## src/rtl/tdm_mux4_tx_if.sv

```systemverilog
// Bus bundle between a frame source and the 4-slot TDM transmitter.
// The source drives the frame words and load; the transmitter drives the slot bus back.
interface tdm_mux4_tx_if #(
  parameter int W = 8
);
  logic [W-1:0] I0;
  logic [W-1:0] I1;
  logic [W-1:0] I2;
  logic [W-1:0] I3;
  logic         load;
  logic         ready;
  logic [W-1:0] Y;
  logic         S0;
  logic         S1;
  logic         valid;
  logic         sync;

  modport master (
    output I0, I1, I2, I3, load,
    input  ready, Y, S0, S1, valid, sync
  );

  modport slave (
    input  I0, I1, I2, I3, load,
    output ready, Y, S0, S1, valid, sync
  );
endinterface

```

## src/rtl/tdm_mux4_tx.sv

```systemverilog
// Four-slot time-division transmitter: latches a frame of four words and sends
// them one slot at a time on Y, with demux selects, frame sync and load handshake.
//
// state | meaning
// ------+--------------------------------------------------------------
// IDLE  | no frame in flight; ready=1, outputs parked at zero
// SEND  | frame in flight; slot/hold walk through 4 x SLOT_HOLD cycles
module tdm_mux4_tx #(
  parameter int W         = 8,
  parameter int SLOT_HOLD = 1
) (
  input  logic          clk,
  input  logic          rst,
  tdm_mux4_tx_if.slave  bus
);

  localparam int            HW        = $clog2(SLOT_HOLD) + 1;
  localparam logic [HW-1:0] HOLD_LAST = HW'(SLOT_HOLD - 1);

  typedef enum logic {
    IDLE = 1'b0,
    SEND = 1'b1
  } state_t;

  state_t        state;
  state_t        nxt_state;
  logic [1:0]    slot;
  logic [1:0]    nxt_slot;
  logic [HW-1:0] hold;
  logic [HW-1:0] nxt_hold;
  logic [W-1:0]  frame     [4];
  logic [W-1:0]  nxt_frame [4];
  logic          accept;

  logic          ready_r;
  logic          valid_r;
  logic [W-1:0]  y_r;
  logic          s0_r;
  logic          s1_r;
  logic          sync_r;

  // Acceptance uses the registered ready, so load never reaches an output
  // combinationally and a load during the first post-reset cycle is ignored.
  always_comb begin
    nxt_state = state;
    nxt_slot  = slot;
    nxt_hold  = hold;
    nxt_frame = frame;
    accept    = ready_r & bus.load;

    if (accept) begin
      nxt_state    = SEND;
      nxt_slot     = 2'd0;
      nxt_hold     = '0;
      nxt_frame[0] = bus.I0;
      nxt_frame[1] = bus.I1;
      nxt_frame[2] = bus.I2;
      nxt_frame[3] = bus.I3;
    end else if (state == SEND) begin
      if (hold == HOLD_LAST) begin
        nxt_hold = '0;
        if (slot == 2'd3) begin
          nxt_state = IDLE;
          nxt_slot  = 2'd0;
        end else begin
          nxt_slot = slot + 2'd1;
        end
      end else begin
        nxt_hold = hold + HW'(1);
      end
    end
  end

  // Outputs are registered from the next-state values so they line up with
  // state/slot/hold in the same cycle.
  always_ff @(posedge clk or posedge rst) begin
    if (rst) begin
      state   <= IDLE;
      slot    <= 2'd0;
      hold    <= '0;
      frame   <= '{default: '0};
      ready_r <= 1'b0;
      valid_r <= 1'b0;
      y_r     <= '0;
      s0_r    <= 1'b0;
      s1_r    <= 1'b0;
      sync_r  <= 1'b0;
    end else begin
      state   <= nxt_state;
      slot    <= nxt_slot;
      hold    <= nxt_hold;
      frame   <= nxt_frame;
      ready_r <= (nxt_state == IDLE) ||
                 ((nxt_slot == 2'd3) && (nxt_hold == HOLD_LAST));
      valid_r <= (nxt_state == SEND);
      y_r     <= (nxt_state == SEND) ? nxt_frame[nxt_slot] : '0;
      s0_r    <= (nxt_state == SEND) & nxt_slot[1];
      s1_r    <= (nxt_state == SEND) & nxt_slot[0];
      sync_r  <= (nxt_state == SEND) && (nxt_slot == 2'd0) && (nxt_hold == '0);
    end
  end

  assign bus.ready = ready_r;
  assign bus.valid = valid_r;
  assign bus.Y     = y_r;
  assign bus.S0    = s0_r;
  assign bus.S1    = s1_r;
  assign bus.sync  = sync_r;

endmodule

```

## src/flat_wrapper.sv

```systemverilog
// flat-port wrapper written by rule: the top's interface ports become plain ports
module tdm_mux4_tx_flat 
#(
  parameter int W         = 8,
  parameter int SLOT_HOLD = 1
)
  (clk, rst, bus_I0, bus_I1, bus_I2, bus_I3, bus_load, bus_ready, bus_Y, bus_S0, bus_S1, bus_valid, bus_sync);
  tdm_mux4_tx_if #(.W(W)) bus_i ();
  input  logic clk;
  input  logic rst;
  input wire logic [$bits(bus_i.I0)-1:0] bus_I0;
  input wire logic [$bits(bus_i.I1)-1:0] bus_I1;
  input wire logic [$bits(bus_i.I2)-1:0] bus_I2;
  input wire logic [$bits(bus_i.I3)-1:0] bus_I3;
  input wire logic [$bits(bus_i.load)-1:0] bus_load;
  output wire logic [$bits(bus_i.ready)-1:0] bus_ready;
  output wire logic [$bits(bus_i.Y)-1:0] bus_Y;
  output wire logic [$bits(bus_i.S0)-1:0] bus_S0;
  output wire logic [$bits(bus_i.S1)-1:0] bus_S1;
  output wire logic [$bits(bus_i.valid)-1:0] bus_valid;
  output wire logic [$bits(bus_i.sync)-1:0] bus_sync;
  assign bus_i.I0 = bus_I0;
  assign bus_i.I1 = bus_I1;
  assign bus_i.I2 = bus_I2;
  assign bus_i.I3 = bus_I3;
  assign bus_i.load = bus_load;
  assign bus_ready = bus_i.ready;
  assign bus_Y = bus_i.Y;
  assign bus_S0 = bus_i.S0;
  assign bus_S1 = bus_i.S1;
  assign bus_valid = bus_i.valid;
  assign bus_sync = bus_i.sync;
  tdm_mux4_tx #(.W(W), .SLOT_HOLD(SLOT_HOLD)) u_core (.clk(clk), .rst(rst), .bus(bus_i));
endmodule
```

## config.mk

```make
export PLATFORM = sky130hd
export DESIGN_NAME = tdm_mux4_tx_flat
export DESIGN_NICKNAME = d
export VERILOG_FILES = /design/src/rtl/tdm_mux4_tx_if.sv /design/src/rtl/tdm_mux4_tx.sv /design/src/flat_wrapper.sv
export SDC_FILE = /design/constraint.sdc
export NUM_CORES = 1
export LEC_CHECK = 0
export CORE_MARGIN = 2
export CORE_UTILIZATION = 35
export DETAILED_ROUTE_END_ITERATION = 8
export HOLD_SLACK_MARGIN = 0.1
export MAX_ROUTING_LAYER = met4
export PLACE_DENSITY = 0.57
export SYNTH_ARGS = -nofsm -noshare
export SYNTH_HDL_FRONTEND = slang
export SYNTH_SLANG_ARGS = --single-unit
```

## constraint.sdc

```tcl
create_clock -name clk -period 2.1 [get_ports clk]
set_clock_uncertainty 0.05 [all_clocks]
set_input_delay 0.21 -clock clk [delete_from_list [all_inputs] [get_ports clk]]
set_output_delay 0.21 -clock clk [all_outputs]
set_load 0.03 [all_outputs]
```

==> summary.md, run 1 <==
| Metric | Value |
|---|---|
| Outcome | `finished, final reports clean` |
| Die area | `0.00690 mm²` |
| N_diodes | `0` |
| Mapped Cells | `213` |
| Final period util | `88.2%` |
| Final hold slack | `215 ps` |
| Port Buf Inserts | `47` |
| Max_cap viols | `0` |
| CP Capture Type | `flop` |
| Combinational Power Share | `50.4%` |
| Setup crit start | `u_core.slot[1]` |
| WL/cell | `14.6 µm` |
| Sink Count | `48` |
| Syn-to-layout area delta | `35.4%` |
| Sw Share | `37.8%` |
| Worst-margin pin slew | `645 ps` |
| DRT met1 WL | `2380 µm` |
| Reg2reg path depth | `6` |
| Routed Antenna Nets | `0` |
| Fin. max-slew vios | `0` |
| FF-to-FF setup slack | `250 ps` |
| Vias/cell | `4.91` |
| Crit-path slowest cell | `dfrtp_1` |
| Share of power burned in registers | `34.3%` |
| Critical path required time | `2300 ps` |
| Max-slew headroom | `56.7%` |
| Crit path max fanout | `6` |
| 1st-pass router iterations | `4` |
| WL met3 | `137 µm` |
| Largest net degree at the start of global routing | `49` |
| FF-to-FF End | `u_core.bus.Y[6]` |
| CTS tree | `built` |
| CP Class | `reg -> reg` |
| CTS hold repair buffers | `0` |
| Sw Pwr | `1.75 mW` |
| CP Launch Type | `flop` |
| Max Clk Rate | `540 MHz` |
| Share of cells above drive strength 1 | `13.6%` |
| Area of the mapped netlist | `0.00219 mm²` |
| Nets | `308` |
| Final Util | `49.5%` |
| Mapped Nets | `249` |
| CP Capture Point | `u_core.bus.Y[6]` |
| Skew-Pair Late Insertion Delay | `300 ps` |
| Root buf cell | `clkbuf_8` |
| Wire length on met2 | `2490 µm` |
| 1st-iter DRT viols | `50` |
| Critical Path AT | `2050 ps` |
| Cell Int Power | `2.87 mW` |
| Final setup fails | `0` |
| Power per standard cell area | `1560 mW/mm²` |
| RSZ-0062 raised after global routing | `false` |
| Crit-path leading delay family | `compound AO/OA/AOI/OAI gates` |
| H-tree depth | `2` |
| CP peak stage delay | `400 ps` |
| CTS-repair resized insts | `0` |
| Seq/Total Area, Yosys | `54.9%` |
| Distinct cells, synth | `31` |
| Via Count | `1708` |
| Warnings, synthesis | `0` |
| DR top layer | `met4` |
| Clock buffer depth | `2` |
| Clk pwr share | `15.3%` |
| DP Area | `0.00284 mm²` |
| Initial antenna violation count | `0` |
| Die W | `83.1 µm` |
| Row count | `28` |
| Number of post-CTS setup repair buffers | `0` |
| Core area | `0.00599 mm²` |
| Starting Density | `36.5%` |
| Critical Path, Cell by Cell | `ha_1, or3_4, a211oi_4, buf_4, o2bb2ai_1, o32a_1` |
| #FFs+latches synth | `48` |
| Aggregate global-route resource usage | `15.9%` |
| Gpl congestion | `0.759` |
| Final Power | `4.62 mW` |
| DR DRC count | `0` |
| I/O Pins | `48` |
| Final HPWL DP | `3630 µm` |
| Mean Syn Cell Area | `10.3 µm²` |
| Remaining global-route overflow | `0` |
| Critical path depth in cells | `6` |
| Die Ht | `83.1 µm` |
| Worst min path class | `in -> async` |
| Total wire length | `5090 µm` |
| Leak | `1.44 nW` |
| TNS Setup | `0 ps` |
| Design area | `0.00296 mm²` |
| Period minus WS final | `1850 ps` |
| First-pass GRT wire length | `8560 µm` |
| Cts bufs inserted | `5` |
| Vias in the first global route | `1774` |
| WP buf/inv | `1` |
| R2r startpoint | `u_core.slot[1]` |
| Peak supply drop | `1.02 mV` |
| Final Hold Vio Count | `0` |
| CTS clk-pin slew, worst paths | `90 ps` |
[state kept, by name, indices dropped and copies added (netlist names)]
| name | count |
|---|---|
| u_core.bus.ready | 1 |
| u_core.slot | 2 |
| u_core.state | 1 |
| u_core.bus.Y | 8 |
| u_core.hold | 1 |
| u_core.bus.S0 | 1 |
| u_core.frame | 32 |
| u_core.bus.sync | 1 |
| u_core.bus.S1 | 1 |
[cells in the mapped netlist]
cell type | instances | share of area (%)
or2_2 | 1 | 0.29
nand2_1 | 57 | 9.8
mux2i_1 | 16 | 7.3
a21o_1 | 7 | 2.4
nor2b_1 | 1 | 0.29
buf_6 | 2 | 1.0
inv_2 | 1 | 0.17
nor3b_1 | 1 | 0.34
nand2b_1 | 1 | 0.29
mux2_2 | 1 | 0.51
o21a_1 | 1 | 0.34
nor2_1 | 6 | 1.0
and3_1 | 8 | 2.3
and2_1 | 1 | 0.29
clkbuf_1 | 1 | 0.17
o32a_1 | 1 | 0.46
a211oi_4 | 1 | 0.91
a32o_1 | 1 | 0.46
inv_1 | 11 | 1.9
mux2i_2 | 1 | 0.63
o2bb2ai_1 | 7 | 2.8
o21ai_0 | 14 | 3.2
nor3_1 | 3 | 0.69
nand2b_4 | 1 | 0.63
ha_1 | 1 | 0.57
or3_4 | 1 | 0.51
a21oi_1 | 3 | 0.69
o32a_2 | 6 | 3.1
buf_2 | 7 | 1.6
dfrtp_1 | 48 | 55
o21ai_1 | 2 | 0.46
[layout by cell type, fill, tap and decap left out, drive strengths merged]
cell type	netlist	routed
mux2i	17	17
clkdlybuf4s50	0	47
or2	1	1
and2	1	1
and3	8	8
inv	12	12
nor2b	1	1
nor3	3	3
a32o	1	1
nor3b	1	1
dfrtp	48	48
a21o	7	7
o21ai	16	16
a21oi	3	3
mux2	1	1
nand2	57	57
nand2b	2	2
bufinv	0	1
o21a	1	1
buf	9	15
o2bb2ai	7	7
a211oi	1	1
nor2	6	6
clkinv	0	1
or3	1	1
o32a	7	7
clkbuf	1	6
ha	1	1
[stage by stage]
stage          setup slack (ps)  cells
2_1_floorplan               296    213
3_3_place_gp                143    340
3_5_place_dp               94.2    340
4_1_cts                     222    348
5_1_grt                     153    348
6_report                    248    348
[kinds of logic after synthesis]
kind of cell / count (synthesis) / share of synthesized area (%)
and+or+nand+nor: 81 / 16.4
DFF: 48 / 54.9
AOI/OAI and AO/OA: 43 / 14.8
buffers and inverters: 22 / 4.86
muxes: 18 / 8.46
adders and majority gates: 1 / 0.572
[per-layer routing]
metal | track usage [%] | vias up
met4 | 5.22 | 0
met5 | - | -
met2 | 25.5 | 33
li1 | - | 840
met1 | 20.7 | 829
met3 | 2.39 | 6
[worst min-delay path by stage]
stage | from | end | slack, ps | cells past startpoint
floorplan | bus_I3[0] | u_core.frame[0] | 270 | 2
global placement | u_core.frame[23] | u_core.frame[23] | 400 | 2
detailed placement | u_core.frame[23] | u_core.frame[23] | 410 | 2
CTS | rst | u_core.bus.Y[5] | 220 | 3
global route | rst | u_core.frame[3] | 230 | 3
finish | rst | u_core.bus.S1 | 220 | 3
[worst min-delay path, delay by kind of cell]
kind,cells,cell delay (ps)
buf+inv,3,730
[area by class of cell]
| type | instances | area [µm²] |
|---|---|---|
| clock inverters | 2 | 38.8 |
| flip-flops and latches | 48 | 1200 |
| fillers | 565 | 3030 |
| inverters | 12 | 45.0 |
| multi-input cells | 143 | 881 |
| repair buffers | 62 | 621 |
| well taps | 75 | 93.8 |
| clock buffers | 6 | 82.6 |
[power by group through the flow]
| stage | Clock [mW] | Sequential, mW | Combinational, mW |
|---|---|---|---|
| final | 0.708 | 1.58 | 2.33 |
| after global routing | 0.758 | 1.64 | 2.55 |
| after CTS | 0.724 | 1.59 | 2.36 |
| after detailed placement | 0 | 1.61 | 2.35 |
| after global placement | 0 | 1.61 | 2.32 |
| after floorplan | 0 | 1.77 | 1.32 |
Note: power is estimated with default switching activity, not from simulation.
==> run 2, diff against run 1 <==
--- a/config.mk
+++ b/config.mk
@@ -7,6 +7,7 @@
 export LEC_CHECK = 0
 export CORE_MARGIN = 2
 export CORE_UTILIZATION = 35
+export CTS_CLUSTER_SIZE = 16
 export DETAILED_ROUTE_END_ITERATION = 8
 export HOLD_SLACK_MARGIN = 0.1
 export MAX_ROUTING_LAYER = met4
==> results of run 2 <==
Same layout as run 1: the final DEF is identical, and so are final timing and power.
==> run 3, diff against run 2 <==
--- a/config.mk
+++ b/config.mk
@@ -5,6 +5,7 @@
 export SDC_FILE = /design/constraint.sdc
 export NUM_CORES = 1
 export LEC_CHECK = 0
+export CORE_ASPECT_RATIO = 1.2
 export CORE_MARGIN = 2
 export CORE_UTILIZATION = 35
 export CTS_CLUSTER_SIZE = 16
==> run 3 against run 2 <==
  * First-iteration DRC count decreased by 4.0%
  * Wire length shrank 2.5%
  * Die area is essentially flat
  * Largest power group unchanged
  * Critical path type unchanged
==> summary.md, run 3 (synthesis gave the netlist of run 1 again) <==
| Metric | Value |
|---|---|
| Outcome | `finished, final reports clean` |
| # fillers | `605` |
| Clk pwr share | `12.5%` |
| Aggregate global-route resource usage | `15.6%` |
| CP Launch Type | `flop` |
| Crit path max fanout | `8` |
| Crit-path leading delay family | `compound AO/OA/AOI/OAI gates` |
| Cts bufs inserted | `5` |
| Peak supply drop | `0.493 mV` |
| Final Hold Vio Count | `0` |
| Die W | `76.2 µm` |
| Final setup fails | `0` |
| FF-to-FF setup slack | `270 ps` |
| Final HPWL DP | `3550 µm` |
| Critical Path AT | `2010 ps` |
| TNS Setup | `0 ps` |
| Critical Path, Cell by Cell | `ha_1, or3_4, a211oi_4, o2bb2ai_1, o32a_2` |
| FF-to-FF End | `u_core.bus.Y[0]` |
| Nets | `305` |
| H-tree depth | `2` |
| Largest net degree at the start of global routing | `49` |
| Cell Count Post-Placement | `344` |
| CTS-repair resized insts | `0` |
| Power per standard cell area | `1490 mW/mm²` |
| Final hold slack | `207 ps` |
| DRT met1 WL | `2410 µm` |
| 1st-iter DRT viols | `48` |
| Reg with most FFs | `u_core.frame` |
| CP Class | `reg -> reg` |
| WL met3 | `183 µm` |
| First-pass GRT wire length | `8370 µm` |
| Wire length on met2 | `2310 µm` |
| Final period util | `87.1%` |
| CTS hold repair buffers | `0` |
| CTS tree | `built` |
| Share of power burned in registers | `36.3%` |
| Via Count | `1664` |
| WP buf/inv | `0` |
| Worst-margin pin slew | `478 ps` |
| Vias in the first global route | `1638` |
| Die Ht | `90.6 µm` |
| Clock buffer depth | `2` |
| DR top layer | `met4` |
| Final std cells w/o fill | `352` |
| Max FFs per register | `32` |
| CP Capture Type | `flop` |
| Share of cells above drive strength 1 | `12.6%` |
| Total wire length | `4960 µm` |
| Cell Int Power | `2.67 mW` |
| DR DRC count | `0` |
| Initial antenna violation count | `0` |
| WL/cell | `14.1 µm` |
| Fin. max-slew vios | `0` |
| Final Power | `4.36 mW` |
| Max Clk Rate | `547 MHz` |
| Worst min path class | `in -> async` |
| Port Buf Inserts | `47` |
| Skew-Pair Late Insertion Delay | `300 ps` |
| Sw Pwr | `1.69 mW` |
| Sw Share | `38.8%` |
| 1st-pass router iterations | `4` |
| Gpl congestion | `0.735` |
| Routed Antenna Nets | `0` |
| Most frequent cells in the layout | `nand2_1 (57), dfrtp_1 (48), clkdlybuf4s50_1 (47)` |
| Commonest non-fill, non-tap cell in the layout | `nand2_1` |
| Period minus WS final | `1830 ps` |
| Critical path required time | `2290 ps` |
| Number of post-CTS setup repair buffers | `0` |
| Max-slew headroom | `67.9%` |
| N_diodes | `0` |
| Vias/cell | `4.73` |
| Reg2reg path depth | `5` |
| CTS clk-pin slew, worst paths | `90 ps` |
| CP peak stage delay | `400 ps` |
| Root buf cell | `clkbuf_8` |
| Core area | `0.00605 mm²` |
| Max_cap viols | `0` |
| R2r startpoint | `u_core.slot[1]` |
| Starting Density | `36.2%` |
| I/O Pins | `48` |
| Row count | `31` |
| Die area | `0.00690 mm²` |
| Combinational Power Share | `51.2%` |
| Leak | `1.41 nW` |
| RSZ-0062 raised after global routing | `false` |
| Crit-path slowest cell | `dfrtp_1` |
| Sink Count | `48` |
| Remaining global-route overflow | `0` |
| Syn-to-layout area delta | `33.2%` |
==> run 3: cell count changes in the layout (fill, tap and decap cells not counted), sizes merged <==
cell,before,now
clkinv,1,3
bufinv,1,0
buf,15,12
clkbuf,6,5
==> run 3: worst reg2reg max path, stage by stage (launching register included) <==
cell	delay, ps
dfrtp_1	400
ha_1	240
or3_4	350
a211oi_4	400
o2bb2ai_1	160
o32a_2	160
==> run 3: metrics by stage <==
stage | area [µm²] | setup slack, ps | util (%)
final | 2920 | 272 | 48.2
after global routing | 2920 | 160 | 48.2
after CTS | 2920 | 246 | 48.2
after detailed placement | 2830 | 152 | 46.7
after global placement | 2830 | 167 | 46.7
after floorplan | 2190 | 296 | -
==> run 3: layer usage <==
metal / GRT usage, % / up-vias
met3: 3.40 / 4
li1: - / 833
met1: 21.9 / 792
met2: 23.1 / 35
met4: 4.55 / 0
met5: - / -
==> run 3: area by class of cell <==
cell class | count | area, µm² | area share [%]
Clock buffer | 5 | 68.8 | 2.36
Multi-Input combinational cell | 143 | 881 | 30.2
Sequential cell | 48 | 1200 | 41.2
Clock inverter | 3 | 18.8 | 0.644
Timing Repair Buffer | 59 | 598 | 20.5
Inverter | 12 | 45.0 | 1.55
Tap cell | 82 | 103 | 3.52
==> run 3: how the worst max path moves through the flow <==
| stage | startpoint | slack, ps | endpoint | cells past startpoint |
|---|---|---|---|---|
| 3_5_place_dp | bus_load | 150 | u_core.bus.Y[2] | 6 |
| 4_1_cts | u_core.slot[1] | 250 | u_core.bus.Y[0] | 5 |
| 6_report | u_core.slot[1] | 270 | u_core.bus.Y[0] | 5 |
| 2_1_floorplan | u_core.bus.ready | 300 | u_core.bus.Y[1] | 6 |
| 5_1_grt | u_core.slot[1] | 160 | u_core.bus.Y[7] | 5 |
| 3_3_place_gp | bus_load | 170 | u_core.bus.Y[2] | 6 |
==> run 3: power by group through the flow <==
stage	clock network, mW	logic, mW	registers (mW)
detailed placement	0	2.27	1.60
CTS	0.557	2.27	1.58
finish	0.543	2.23	1.58
floorplan	0	1.32	1.77
global route	0.602	2.48	1.63
global placement	0	2.25	1.60
